--- config.mk ---
export PLATFORM = sky130hd
export DESIGN_NAME = isdu_mw
export DESIGN_NICKNAME = d
export VERILOG_FILES = /design/src/rtl/isdu_pkg.sv /design/src/rtl/isdu_wait_ctr.sv /design/src/rtl/isdu_mw.sv
export SDC_FILE = /design/constraint.sdc
export NUM_CORES = 1
export LEC_CHECK = 0
export BUFFER_PORTS_ARGS = -buffer_cell sky130_fd_sc_hd__clkbuf_2
export CAP_MARGIN = 40
export CORE_MARGIN = 10
export CORE_UTILIZATION = 40
export CTS_BUF_LIST = sky130_fd_sc_hd__clkbuf_8
export CTS_CLUSTER_DIAMETER = 50
export DETAILED_ROUTE_END_ITERATION = 6
export SLEW_MARGIN = 25
export SYNTH_ARGS = -nofsm -noshare
export SYNTH_HDL_FRONTEND = slang
export SYNTH_SLANG_ARGS = --single-unit
--- constraint.sdc ---
create_clock -name Clk -period 4.6 [get_ports Clk]
set_input_delay 0.46 -clock Clk [delete_from_list [all_inputs] [get_ports Clk]]
set_output_delay 0.46 -clock Clk [all_outputs]
set_load 0.005 [all_outputs]
--- src/rtl/isdu_pkg.sv ---
// isdu_pkg: state encoding, opcode values and datapath select codes shared
// by the ISDU control unit and its wait counter.
package isdu_pkg;

  typedef enum logic [5:0] {
    S_HALTED, S_FETCH_MAR, S_FETCH_RD, S_FETCH_IR, S_DECODE,
    S_ADD, S_AND, S_NOT, S_BR, S_BR_TAKE, S_JMP, S_JSR_R7, S_JSR_PC,
    S_LD_ADDR, S_LDR_ADDR, S_LD_RD, S_LD_DONE,
    S_LDI_ADDR, S_LDI_RD1, S_LDI_MAR, S_LDI_RD2, S_LEA,
    S_ST_ADDR, S_STR_ADDR, S_ST_DATA, S_ST_WR,
    S_STI_ADDR, S_STI_RD, S_STI_MAR, S_STI_DATA, S_STI_WR,
    S_PAUSE_WAIT, S_PAUSE_REL
  } state_e;

  localparam logic [3:0] OP_BR    = 4'b0000;
  localparam logic [3:0] OP_ADD   = 4'b0001;
  localparam logic [3:0] OP_LD    = 4'b0010;
  localparam logic [3:0] OP_ST    = 4'b0011;
  localparam logic [3:0] OP_JSR   = 4'b0100;
  localparam logic [3:0] OP_AND   = 4'b0101;
  localparam logic [3:0] OP_LDR   = 4'b0110;
  localparam logic [3:0] OP_STR   = 4'b0111;
  localparam logic [3:0] OP_NOT   = 4'b1001;
  localparam logic [3:0] OP_LDI   = 4'b1010;
  localparam logic [3:0] OP_STI   = 4'b1011;
  localparam logic [3:0] OP_JMP   = 4'b1100;
  localparam logic [3:0] OP_PAUSE = 4'b1101;
  localparam logic [3:0] OP_LEA   = 4'b1110;

  localparam logic [1:0] PCMUX_INC   = 2'b00;
  localparam logic [1:0] PCMUX_ADDER = 2'b01;
  localparam logic [1:0] DRMUX_IR    = 2'b00;
  localparam logic [1:0] DRMUX_R7    = 2'b10;
  localparam logic [1:0] SR1MUX_HI   = 2'b00;  // IR[11:9]
  localparam logic [1:0] SR1MUX_LO   = 2'b01;  // IR[8:6]
  localparam logic [1:0] A2_ZERO     = 2'b00;
  localparam logic [1:0] A2_OFF9     = 2'b01;
  localparam logic [1:0] A2_OFF6     = 2'b10;
  localparam logic [1:0] A2_OFF11    = 2'b11;
  localparam logic [1:0] ALUK_ADD    = 2'b00;
  localparam logic [1:0] ALUK_AND    = 2'b01;
  localparam logic [1:0] ALUK_NOT    = 2'b10;
  localparam logic [1:0] ALUK_PASS   = 2'b11;

  function automatic logic is_access(state_e s);
    return s inside {S_FETCH_RD, S_LD_RD, S_LDI_RD1, S_LDI_RD2, S_STI_RD,
                     S_ST_WR, S_STI_WR};
  endfunction

endpackage

--- src/rtl/isdu_wait_ctr.sv ---
// isdu_wait_ctr: memory wait-state counter; loads on access entry,
// counts down each access cycle, done when it reaches zero.
module isdu_wait_ctr #(
  parameter int unsigned WIDTH = 4
) (
  input  logic             clk_i,
  input  logic             rst_i,
  input  logic             load_i,
  input  logic [WIDTH-1:0] load_val_i,
  input  logic             dec_i,
  output logic             done_o
);

  logic [WIDTH-1:0] count_q, count_d;

  // next count: load has priority over decrement, never wraps below zero
  always_comb begin
    count_d = count_q;
    if (load_i)
      count_d = load_val_i;
    else if (dec_i && (count_q != '0))
      count_d = count_q - 1'b1;
  end

  // counter register with synchronous clear
  always_ff @(posedge clk_i) begin
    if (rst_i) count_q <= '0;
    else       count_q <= count_d;
  end

  assign done_o = (count_q == '0);

endmodule

--- src/rtl/isdu_mw.sv ---
// isdu_mw: LC-3 style instruction sequencing/decode unit with
// parameterised SRAM wait states. Define ISDU_PAUSE_EN to enable the
// PAUSE (1101) instruction; otherwise 1101 is an unsupported opcode.
module isdu_mw
  import isdu_pkg::*;
#(
  parameter int unsigned MEM_WAIT        = 2,
  parameter int unsigned HALT_ON_ILLEGAL = 0
) (
  input  logic       Clk,
  input  logic       Reset,
  input  logic       Run,
  input  logic       Continue,
  input  logic [3:0] Opcode,
  input  logic       IR_5,
  input  logic       IR_11,
  input  logic       BEN,
  output logic       LD_MAR, LD_MDR, LD_IR, LD_BEN, LD_CC, LD_REG, LD_PC, LD_LED,
  output logic       GatePC, GateMDR, GateALU, GateMARMUX,
  output logic [1:0] PCMUX, DRMUX, SR1MUX, ADDR2MUX, ALUK,
  output logic       SR2MUX, ADDR1MUX, MARMUX,
  output logic       Mem_CE, Mem_UB, Mem_LB, Mem_OE, Mem_WE,
  output logic       Busy
);

  localparam logic [3:0] WAIT_LOAD = 4'(MEM_WAIT - 1);
  localparam state_e     ILLEGAL_NEXT = (HALT_ON_ILLEGAL != 0) ? S_HALTED : S_FETCH_MAR;

  state_e state_q, state_d;
  logic   wait_done;

  // Counter loads while moving into an access state; access states are
  // never adjacent, so "next is access, current is not" marks entry.
  isdu_wait_ctr #(.WIDTH(4)) u_wait (
    .clk_i      (Clk),
    .rst_i      (Reset),
    .load_i     (is_access(state_d) && !is_access(state_q)),
    .load_val_i (WAIT_LOAD),
    .dec_i      (is_access(state_q) && !wait_done),
    .done_o     (wait_done)
  );

  // next-state selection
  always_comb begin
    state_d = state_q;
    case (state_q)
      S_HALTED:    if (Run) state_d = S_FETCH_MAR;
      S_FETCH_MAR: state_d = S_FETCH_RD;
      S_FETCH_RD:  if (wait_done) state_d = S_FETCH_IR;
      S_FETCH_IR:  state_d = S_DECODE;
      S_DECODE: begin
        case (Opcode)
          OP_ADD:   state_d = S_ADD;
          OP_AND:   state_d = S_AND;
          OP_NOT:   state_d = S_NOT;
          OP_BR:    state_d = S_BR;
          OP_JMP:   state_d = S_JMP;
          OP_JSR:   state_d = S_JSR_R7;
          OP_LD:    state_d = S_LD_ADDR;
          OP_LDR:   state_d = S_LDR_ADDR;
          OP_LDI:   state_d = S_LDI_ADDR;
          OP_LEA:   state_d = S_LEA;
          OP_ST:    state_d = S_ST_ADDR;
          OP_STR:   state_d = S_STR_ADDR;
          OP_STI:   state_d = S_STI_ADDR;
`ifdef ISDU_PAUSE_EN
          OP_PAUSE: state_d = S_PAUSE_WAIT;
`else
          OP_PAUSE: state_d = ILLEGAL_NEXT;
`endif
          default:  state_d = ILLEGAL_NEXT;
        endcase
      end
      S_BR:         state_d = BEN ? S_BR_TAKE : S_FETCH_MAR;
      S_JSR_R7:     state_d = S_JSR_PC;
      S_LD_ADDR,
      S_LDR_ADDR:   state_d = S_LD_RD;
      S_LD_RD:      if (wait_done) state_d = S_LD_DONE;
      S_LDI_ADDR:   state_d = S_LDI_RD1;
      S_LDI_RD1:    if (wait_done) state_d = S_LDI_MAR;
      S_LDI_MAR:    state_d = S_LDI_RD2;
      S_LDI_RD2:    if (wait_done) state_d = S_LD_DONE;
      S_ST_ADDR,
      S_STR_ADDR:   state_d = S_ST_DATA;
      S_ST_DATA:    state_d = S_ST_WR;
      S_ST_WR:      if (wait_done) state_d = S_FETCH_MAR;
      S_STI_ADDR:   state_d = S_STI_RD;
      S_STI_RD:     if (wait_done) state_d = S_STI_MAR;
      S_STI_MAR:    state_d = S_STI_DATA;
      S_STI_DATA:   state_d = S_STI_WR;
      S_STI_WR:     if (wait_done) state_d = S_FETCH_MAR;
      S_PAUSE_WAIT: if (Continue) state_d = S_PAUSE_REL;
      S_PAUSE_REL:  if (!Continue) state_d = S_FETCH_MAR;
      S_ADD, S_AND, S_NOT, S_BR_TAKE, S_JMP, S_JSR_PC,
      S_LD_DONE, S_LEA: state_d = S_FETCH_MAR;
      default:      state_d = S_HALTED;
    endcase
  end

  // state register; reset wins over any state, including mid-access
  always_ff @(posedge Clk) begin
    if (Reset) state_q <= S_HALTED;
    else       state_q <= state_d;
  end

  // Moore control word decoded from the registered state
  always_comb begin
    LD_MAR = 1'b0; LD_MDR = 1'b0; LD_IR = 1'b0; LD_BEN = 1'b0;
    LD_CC = 1'b0; LD_REG = 1'b0; LD_PC = 1'b0; LD_LED = 1'b0;
    GatePC = 1'b0; GateMDR = 1'b0; GateALU = 1'b0; GateMARMUX = 1'b0;
    PCMUX = PCMUX_INC; DRMUX = DRMUX_IR; SR1MUX = SR1MUX_HI;
    ADDR2MUX = A2_ZERO; ALUK = ALUK_ADD;
    SR2MUX = 1'b0; ADDR1MUX = 1'b0; MARMUX = 1'b0;
    Mem_OE = 1'b1; Mem_WE = 1'b1;
    case (state_q)
      S_FETCH_MAR: begin GatePC = 1'b1; LD_MAR = 1'b1; LD_PC = 1'b1; PCMUX = PCMUX_INC; end
      S_FETCH_RD, S_LD_RD, S_LDI_RD1, S_LDI_RD2, S_STI_RD: begin
        Mem_OE = 1'b0;
        LD_MDR = wait_done;
      end
      S_ST_WR, S_STI_WR: begin Mem_WE = 1'b0; GateMDR = 1'b1; end
      S_FETCH_IR:  begin GateMDR = 1'b1; LD_IR = 1'b1; end
      S_DECODE:    LD_BEN = 1'b1;
      S_ADD, S_AND, S_NOT: begin
        GateALU = 1'b1; LD_REG = 1'b1; LD_CC = 1'b1;
        SR1MUX = SR1MUX_LO; SR2MUX = ~IR_5;
        ALUK = (state_q == S_ADD) ? ALUK_ADD : (state_q == S_AND) ? ALUK_AND : ALUK_NOT;
      end
      S_BR_TAKE: begin ADDR1MUX = 1'b1; ADDR2MUX = A2_OFF9; PCMUX = PCMUX_ADDER; LD_PC = 1'b1; end
      S_JMP:     begin SR1MUX = SR1MUX_LO; PCMUX = PCMUX_ADDER; LD_PC = 1'b1; end
      S_JSR_R7:  begin DRMUX = DRMUX_R7; GatePC = 1'b1; LD_REG = 1'b1; end
      S_JSR_PC: begin
        PCMUX = PCMUX_ADDER; LD_PC = 1'b1;
        ADDR1MUX = IR_11;
        ADDR2MUX = IR_11 ? A2_OFF11 : A2_ZERO;
      end
      S_LD_ADDR, S_LDI_ADDR, S_ST_ADDR, S_STI_ADDR: begin
        GateMARMUX = 1'b1; MARMUX = 1'b1; ADDR1MUX = 1'b1; ADDR2MUX = A2_OFF9; LD_MAR = 1'b1;
      end
      S_LDR_ADDR, S_STR_ADDR: begin
        GateMARMUX = 1'b1; MARMUX = 1'b1; SR1MUX = SR1MUX_LO; ADDR2MUX = A2_OFF6; LD_MAR = 1'b1;
      end
      S_LDI_MAR, S_STI_MAR: begin GateMDR = 1'b1; LD_MAR = 1'b1; end
      S_LD_DONE: begin GateMDR = 1'b1; LD_REG = 1'b1; LD_CC = 1'b1; DRMUX = DRMUX_IR; end
      S_LEA: begin
        GateMARMUX = 1'b1; MARMUX = 1'b1; ADDR1MUX = 1'b1; ADDR2MUX = A2_OFF9;
        LD_REG = 1'b1; LD_CC = 1'b1;
      end
      S_ST_DATA, S_STI_DATA: begin
        SR1MUX = SR1MUX_HI; ALUK = ALUK_PASS; GateALU = 1'b1; LD_MDR = 1'b1;
      end
      S_PAUSE_WAIT, S_PAUSE_REL: LD_LED = 1'b1;
      default: ;
    endcase
  end

  assign Mem_CE = 1'b0;
  assign Mem_UB = 1'b0;
  assign Mem_LB = 1'b0;
  assign Busy   = !((state_q == S_HALTED) || (state_q == S_PAUSE_WAIT));

endmodule

==> flow_metrics.tcl, run 1 <==
set metrics [dict create \
    setup_viol 0 \
    port_buffers 35 \
    timing.fmax_ghz 0.3374 \
    finalSetupTns_ns 0 \
    antenna_left 0 \
    ys_seq_elements 10 \
    layout_common_cells "35 x clkbuf_2, 26 x nor2_1, 24 x nand2_1" \
    cap_violations 0 \
    synth_area_leaders "dfxtp_1 9.7%, a21oi_1 5.3%, buf_6 4.9%" \
    gp_congestion 0.8989 \
    setup_slack_ns 1.636 \
    placementRows 26 \
    post_cts_buffers 0 \
    via_count 2114 \
    hold_path.class "input port to flip-flop" \
    cp.depth 9 \
    synth_warnings 0 \
    critPathCaptureType "flip-flop" \
    cts.clk_slew.worst_paths_ns 0.05 \
    p_per_area_nw_per_um2 186.0 \
    io_pins 42 \
    layout_min_cycle_time_ns 2.964 \
    rrSetupSlack_ns 1.64 \
    slowest_stage "dfxtp_1" \
    path_buf_inv 1 \
    die_area_um2 8414 \
    cp_max_fo 19 \
    final_nets 319 \
    hold_start "Continue" \
    gr-usage-all-layers 0.1361 \
    htree_levels 1 \
    crit_path_max_incr_delay_ns 0.76 \
    routed_via_density 5.714 \
    p_leak_nw 0.8892 \
    synth.distinct_cells 74 \
    syn_inst 284 \
    r2r-end "u_wait.count_q[2]" \
    startpoint_type "flip-flop" \
    synth_area_leader_cell "dfxtp_1" \
    first_global_vias 1974 \
    endpoint "u_wait.count_q[2]" \
    crit_family "compound AO/OA/AOI/OAI gates" \
    critPathLaunch "state_q[0]" \
    fp.dieH_um 91.73 \
    drtIter0Drc 299 \
    avgSynthCellArea_um2 7.247 \
    synth-seq-area-share 0.09726 \
    hold_buffers 0 \
    drive_gt1_frac 0.2333 \
    synthToLayoutAreaGrowth_pct 6.322 \
    status "completed" \
    layout_commonest_cell "clkbuf_2" \
    r2r_cells 9 \
    place_area_um2 2133 \
    antennaDiodeCount 0 \
    routed_wl_um 5948 \
    worst_pin_slew_ns 0.6929 \
    globalRouteOverflowTotal 0 \
    synth_flop_cell "dfxtp_1" \
    grt_pass1_wl_um 9977 \
    clk_path_buf_depth 2 \
    floorplan.die.width_um 91.73 \
    wl_per_cell_um 16.08 \
    cts_root_buffer "clkbuf_8" \
    ctsResizeCount 0 \
    drc 0 \
    rsz0062_at_grt "false" \
    synth_top_area_frac 0.09726 \
    syn_area_um2 2058 \
    drt_first_pass_iters 5 \
    synth-edff-count 0 \
    path_class "flip-flop to flip-flop" \
    required_ns 4.75 \
    cts_sinks 10 \
    cts_tree "yes" \
    antenna_found_initial 0 \
    hold_viol 0 \
    coreArea_um2 5042 \
    final_cell_area_um2 2188 \
    period_share 0.6443 \
    crit_chain "buf_4 > nor2_1 > and3_1 > and3b_1 > a2111oi_4 > nand2b_1 > a211o_1 > a21bo_4 > a221oi_2" \
    r2r_start "state_q[0]" \
    peakVddDrop_mv 0.2042 \
    initial_core_util 0.4082 \
    grt_max_degree 31 \
    final_max_slew_viol_count 0 \
    max_slew_margin 0.5374 \
    async_flop_share 0 \
    clock_skew_ns 0.006812 \
    worstSkewPairLatency_ns 0.24 \
    hpwl_um 4548 \
    numCtsBuffers 3 \
    place_ws_ns 1.649 \
    arrival_ns 3.11 \
]
[flip-flops by register name, indices dropped and copies added (netlist names)]
name / count
state_q: 6
u_wait.count_q: 4
[area by class of cell]
cell class / count / area (um2)
fill: 547 / 2854
multi-input combinational: 234 / 1573
timing repair buffer: 42 / 235.2
sequential: 10 / 200.2
tap: 70 / 87.58
clock buffer: 4 / 55.05
inverter: 10 / 37.54
[synth_stat cells (4+ instances only)]
library cell	count
nand3b_1	4
nand2_1	24
a21oi_1	22
nor2b_1	6
buf_6	9
o22ai_1	6
nor3_1	10
nand2b_1	7
buf_2	9
nand3_1	8
ha_1	7
buf_4	9
and3b_1	4
a211oi_1	5
inv_1	10
nor2_1	26
a31oi_1	4
or3_1	5
xnor2_1	6
o21ai_0	13
dfxtp_1	10
and3_1	6
[worst min path at each step]
stage,depth (start not counted),slack (ns),end
3_3_place_gp,2,0.51,u_wait.count_q[1]
6_report,2,0.52,state_q[5]
4_1_cts,2,0.52,state_q[5]
2_1_floorplan,2,0.50,u_wait.count_q[1]
3_5_place_dp,2,0.53,u_wait.count_q[1]
5_1_grt,2,0.54,state_q[5]
[stage by stage]
step                total power [W]  hold WS (ns)  utilization  std cells
floorplan                 0.0002606        0.4958            -        289
global placement          0.0002913        0.5085       0.4201        365
detailed placement        0.0002947        0.5325       0.4231        366
CTS                       0.0004076        0.5171       0.4340        370
global route              0.0004346        0.5356       0.4340        370
finish                    0.0004070        0.5162       0.4340        370
[report_power, final]
group	switching [W]	internal, W
logic	0.000116	0.0000758
registers	0.0000120	0.0000922
clock network	0.0000361	0.0000754
[cell families after synthesis]
group                    synth area share
adder cells (fa/ha/maj)           0.04255
other                            0.001822
multiplexers                      0.01459
AO/OA/AOI/OAI                      0.2906
AND/OR/NAND/NOR                    0.3635
flip-flops                        0.09726
buffers and inverters              0.1477
XOR/XNOR                          0.04195
[routing by layer]
layer  track usage  vias to the layer above  wire, um
li1              -                     1051         -
met1        0.1888                      973      2779
met2        0.2174                       84      2705
met3       0.02037                        6       414
met4       0.02699                        0        48
met5             0                        -         0
Note: power is estimated with default switching activity, not from simulation.
==> inputs of run 2 (changes only) <==
--- a/config.mk
+++ b/config.mk
@@ -5,6 +5,7 @@
 export SDC_FILE = /design/constraint.sdc
 export NUM_CORES = 1
 export LEC_CHECK = 0
+export ABC_AREA = 1
 export BUFFER_PORTS_ARGS = -buffer_cell sky130_fd_sc_hd__clkbuf_2
 export CAP_MARGIN = 40
 export CORE_MARGIN = 10
==> constraint.sdc (replaced) <==
create_clock -name Clk -period 3.1 [get_ports Clk]
set_input_delay 0.31 -clock Clk [delete_from_list [all_inputs] [get_ports Clk]]
set_output_delay 0.31 -clock Clk [all_outputs]
set_load 0.005 [all_outputs]
==> flow_metrics.tcl, run 2 <==
set metrics [dict create \
    reg.largest.list "state_q (6), u_wait.count_q (4)" \
    fillers 481 \
    peakVddDrop_mv 0.1944 \
    coreArea_um2 4000 \
    largest_register_ffs 6 \
    drt_first_pass_iters 4 \
    initial_core_util 0.4138 \
    worst_path_most_repeated_cell "nand2_1" \
    drtIter0Drc 142 \
    synthTopCellsByCount "77 x nand2_1, 58 x nor2_1, 50 x nand3_1" \
    instances_no_fill 397 \
    synth_area_leaders "nand2_1 17%, nand3_1 15%, nor2_1 13%" \
    antenna_found_initial 0 \
    layout_common_cells "77 x nand2_1, 58 x nor2_1, 50 x nand3_1" \
    p_per_area_nw_per_um2 345.7 \
    globalRouteOverflowTotal 0 \
    synthToLayoutAreaGrowth_pct 13.98 \
    worst_pin_slew_ns 0.6403 \
    critPathCaptureType "flip-flop" \
    power.internal_w 0.0003664 \
    antennaDiodeCount 0 \
    first_global_vias 1949 \
    grt_max_degree 19 \
    highest_layer "met4" \
    floorplan.die.width_um 84.33 \
    hold_path.class "input port to flip-flop" \
    layout_commonest_cell "nand2_1" \
    synth_flop_cell "dfxtp_1" \
    clk_path_buf_depth 2 \
    slowest_stage "dfxtp_1" \
    cp_max_fo 18 \
    post_cts_buffers 0 \
    syn_area_um2 1655 \
    wl_per_cell_um 13.09 \
    p_leak_nw 1.244 \
    startpoint_type "flip-flop" \
    fp.dieH_um 84.33 \
    hold_viol 0 \
    synth_area_leader_cell "nand2_1" \
    status "completed" \
    cts_root_buffer "clkbuf_8" \
    yosys.cell_count.top_type "nand2_1" \
    port_buffers 35 \
    synth-seq-area-share 0.1209 \
    path_class "flip-flop to flip-flop" \
    wl_met3_um 414 \
    max_slew_margin 0.5716 \
    final_max_slew_viol_count 0 \
    required_ns 3.22 \
    switching_share 0.4384 \
    routed_wl_um 5196 \
    synth-edff-count 0 \
    die_area_um2 7112 \
    regArea_um2 200.2 \
    arrival_ns 2.52 \
    crit_path_max_incr_delay_ns 0.42 \
    gp_congestion 0.9914 \
    holdWs_ns 0.3237 \
    syn_inst 313 \
    place_inst 393 \
    htree_levels 1 \
    numCtsBuffers 3 \
    rsz0062_at_grt "false" \
    pwr-share-comb 0.511 \
    cts_sinks 10 \
    ctsResizeCount 0 \
    drc 0 \
    async_flop_share 0 \
    setup_viol 0 \
    period_share 0.7740 \
    crit_chain "inv_2 > nor2_4 > nand2_1 > nor2_1 > inv_1 > nand2_1 > nor2_1 > nand2_1 > nor2_1 > nor2_1 > nand3_1 > nand2_1 > nor2_1 > nand2_1 > nand2_1 > nand2_1 > nor2_1" \
    hold_buffers 0 \
    p_clk_frac 0.242 \
    final_nets 366 \
    hpwl_um 4368 \
    timing.fmax_ghz 0.4168 \
    cts_tree "yes" \
    clock_skew_ns 0.002300 \
    placementRows 23 \
    drive_gt1_frac 0.1988 \
    largest_register "state_q" \
    io_pins 42 \
    power.switching_w 0.0002859 \
    wl_met2_um 2332 \
    routed_via_density 5.050 \
    grt_pass1_wl_um 8983 \
    finalSetupTns_ns 0 \
    cts.clk_slew.worst_paths_ns 0.05 \
    synth.distinct_cells 26 \
    worstSkewPairLatency_ns 0.23 \
    avgSynthCellArea_um2 5.289 \
    power_frac_seq 0.247 \
    ys_seq_elements 10 \
    wl_met1_um 2252 \
    antenna_left 0 \
    cap_violations 0 \
    layout_min_cycle_time_ns 2.399 \
    multi_input_area_um2 1187 \
    synth_top_area_frac 0.1746 \
    gr-usage-all-layers 0.1428 \
    via_count 2005 \
    synth_warnings 0 \
]
-- run 2: cell count changes after synthesis, moves of 9 or more --
cell,before,now
nand2_1,24,77
nand3_1,8,50
nor2_1,26,58
inv_1,10,41
a21oi_1,22,3
inv_2,0,12
nor3_1,10,0
nand4_1,2,11
-- run 2: per-stage QoR --
step / setup slack (ns) / total power (W) / area, um2 / utilization
after floorplan: 1.224 / 0.0003975 / 1674 / -
after global placement: 0.7359 / 0.0004958 / 1832 / 0.4579
after detailed placement: 0.7358 / 0.0004934 / 1832 / 0.4579
after CTS: 0.7146 / 0.0006547 / 1887 / 0.4717
after global routing: 0.3814 / 0.0007221 / 1887 / 0.4717
final: 0.7007 / 0.0006523 / 1887 / 0.4717
-- run 2: layout make-up --
class                           instances  area share
Timing Repair Buffer                   36     0.09682
Sequential cell                        10      0.1061
Multi-Input combinational cell        244      0.6293
Inverter                               53      0.1054
Clock buffer                            4     0.02918
Tap cell                               50     0.03316
-- run 2: worst paths after layout --
check                                        from                 to  slack (ns)  cells past startpoint
worst max-delay path                   state_q[4]  u_wait.count_q[1]        0.70                     17
worst min-delay path                        Reset         state_q[5]        0.32                      2
worst max register to register         state_q[4]  u_wait.count_q[1]        0.70                     17
worst min register to register  u_wait.count_q[3]  u_wait.count_q[3]        0.56                      3
-- run 2: critical path: cells and delay by family, from the launching register on --
| kind | cells | cell delay [ns] |
|---|---|---|
| DFF | 1 | 0.42 |
| buffers and inverters | 2 | 0.16 |
| and+or+nand+nor | 15 | 1.70 |
-- run 2: kinds of logic after synthesis --
family                     share of synthesized area
adders and majority gates                    0.05291
and+or+nand+nor                               0.5903
AOI/OAI and AO/OA                            0.04459
other                                       0.002265
DFF                                           0.1209
buffers and inverters                         0.1731
xor gates and xnor gates                     0.01588
-- run 2: layer usage --
metal,GRT usage,vias to the layer above
li1,-,1045
met1,0.1679,869
met2,0.2379,73
met3,0.03768,18
met4,0.06138,0
met5,0,-
-- run 2: power groups by stage --
stage          Sequential [W]  Combinational, W  Clock [W]
2_1_floorplan        0.000159          0.000238          0
3_3_place_gp         0.000164          0.000332          0
3_5_place_dp         0.000164          0.000330          0
4_1_cts              0.000161          0.000333   0.000161
5_1_grt              0.000164          0.000387   0.000171
6_report             0.000161          0.000333   0.000158
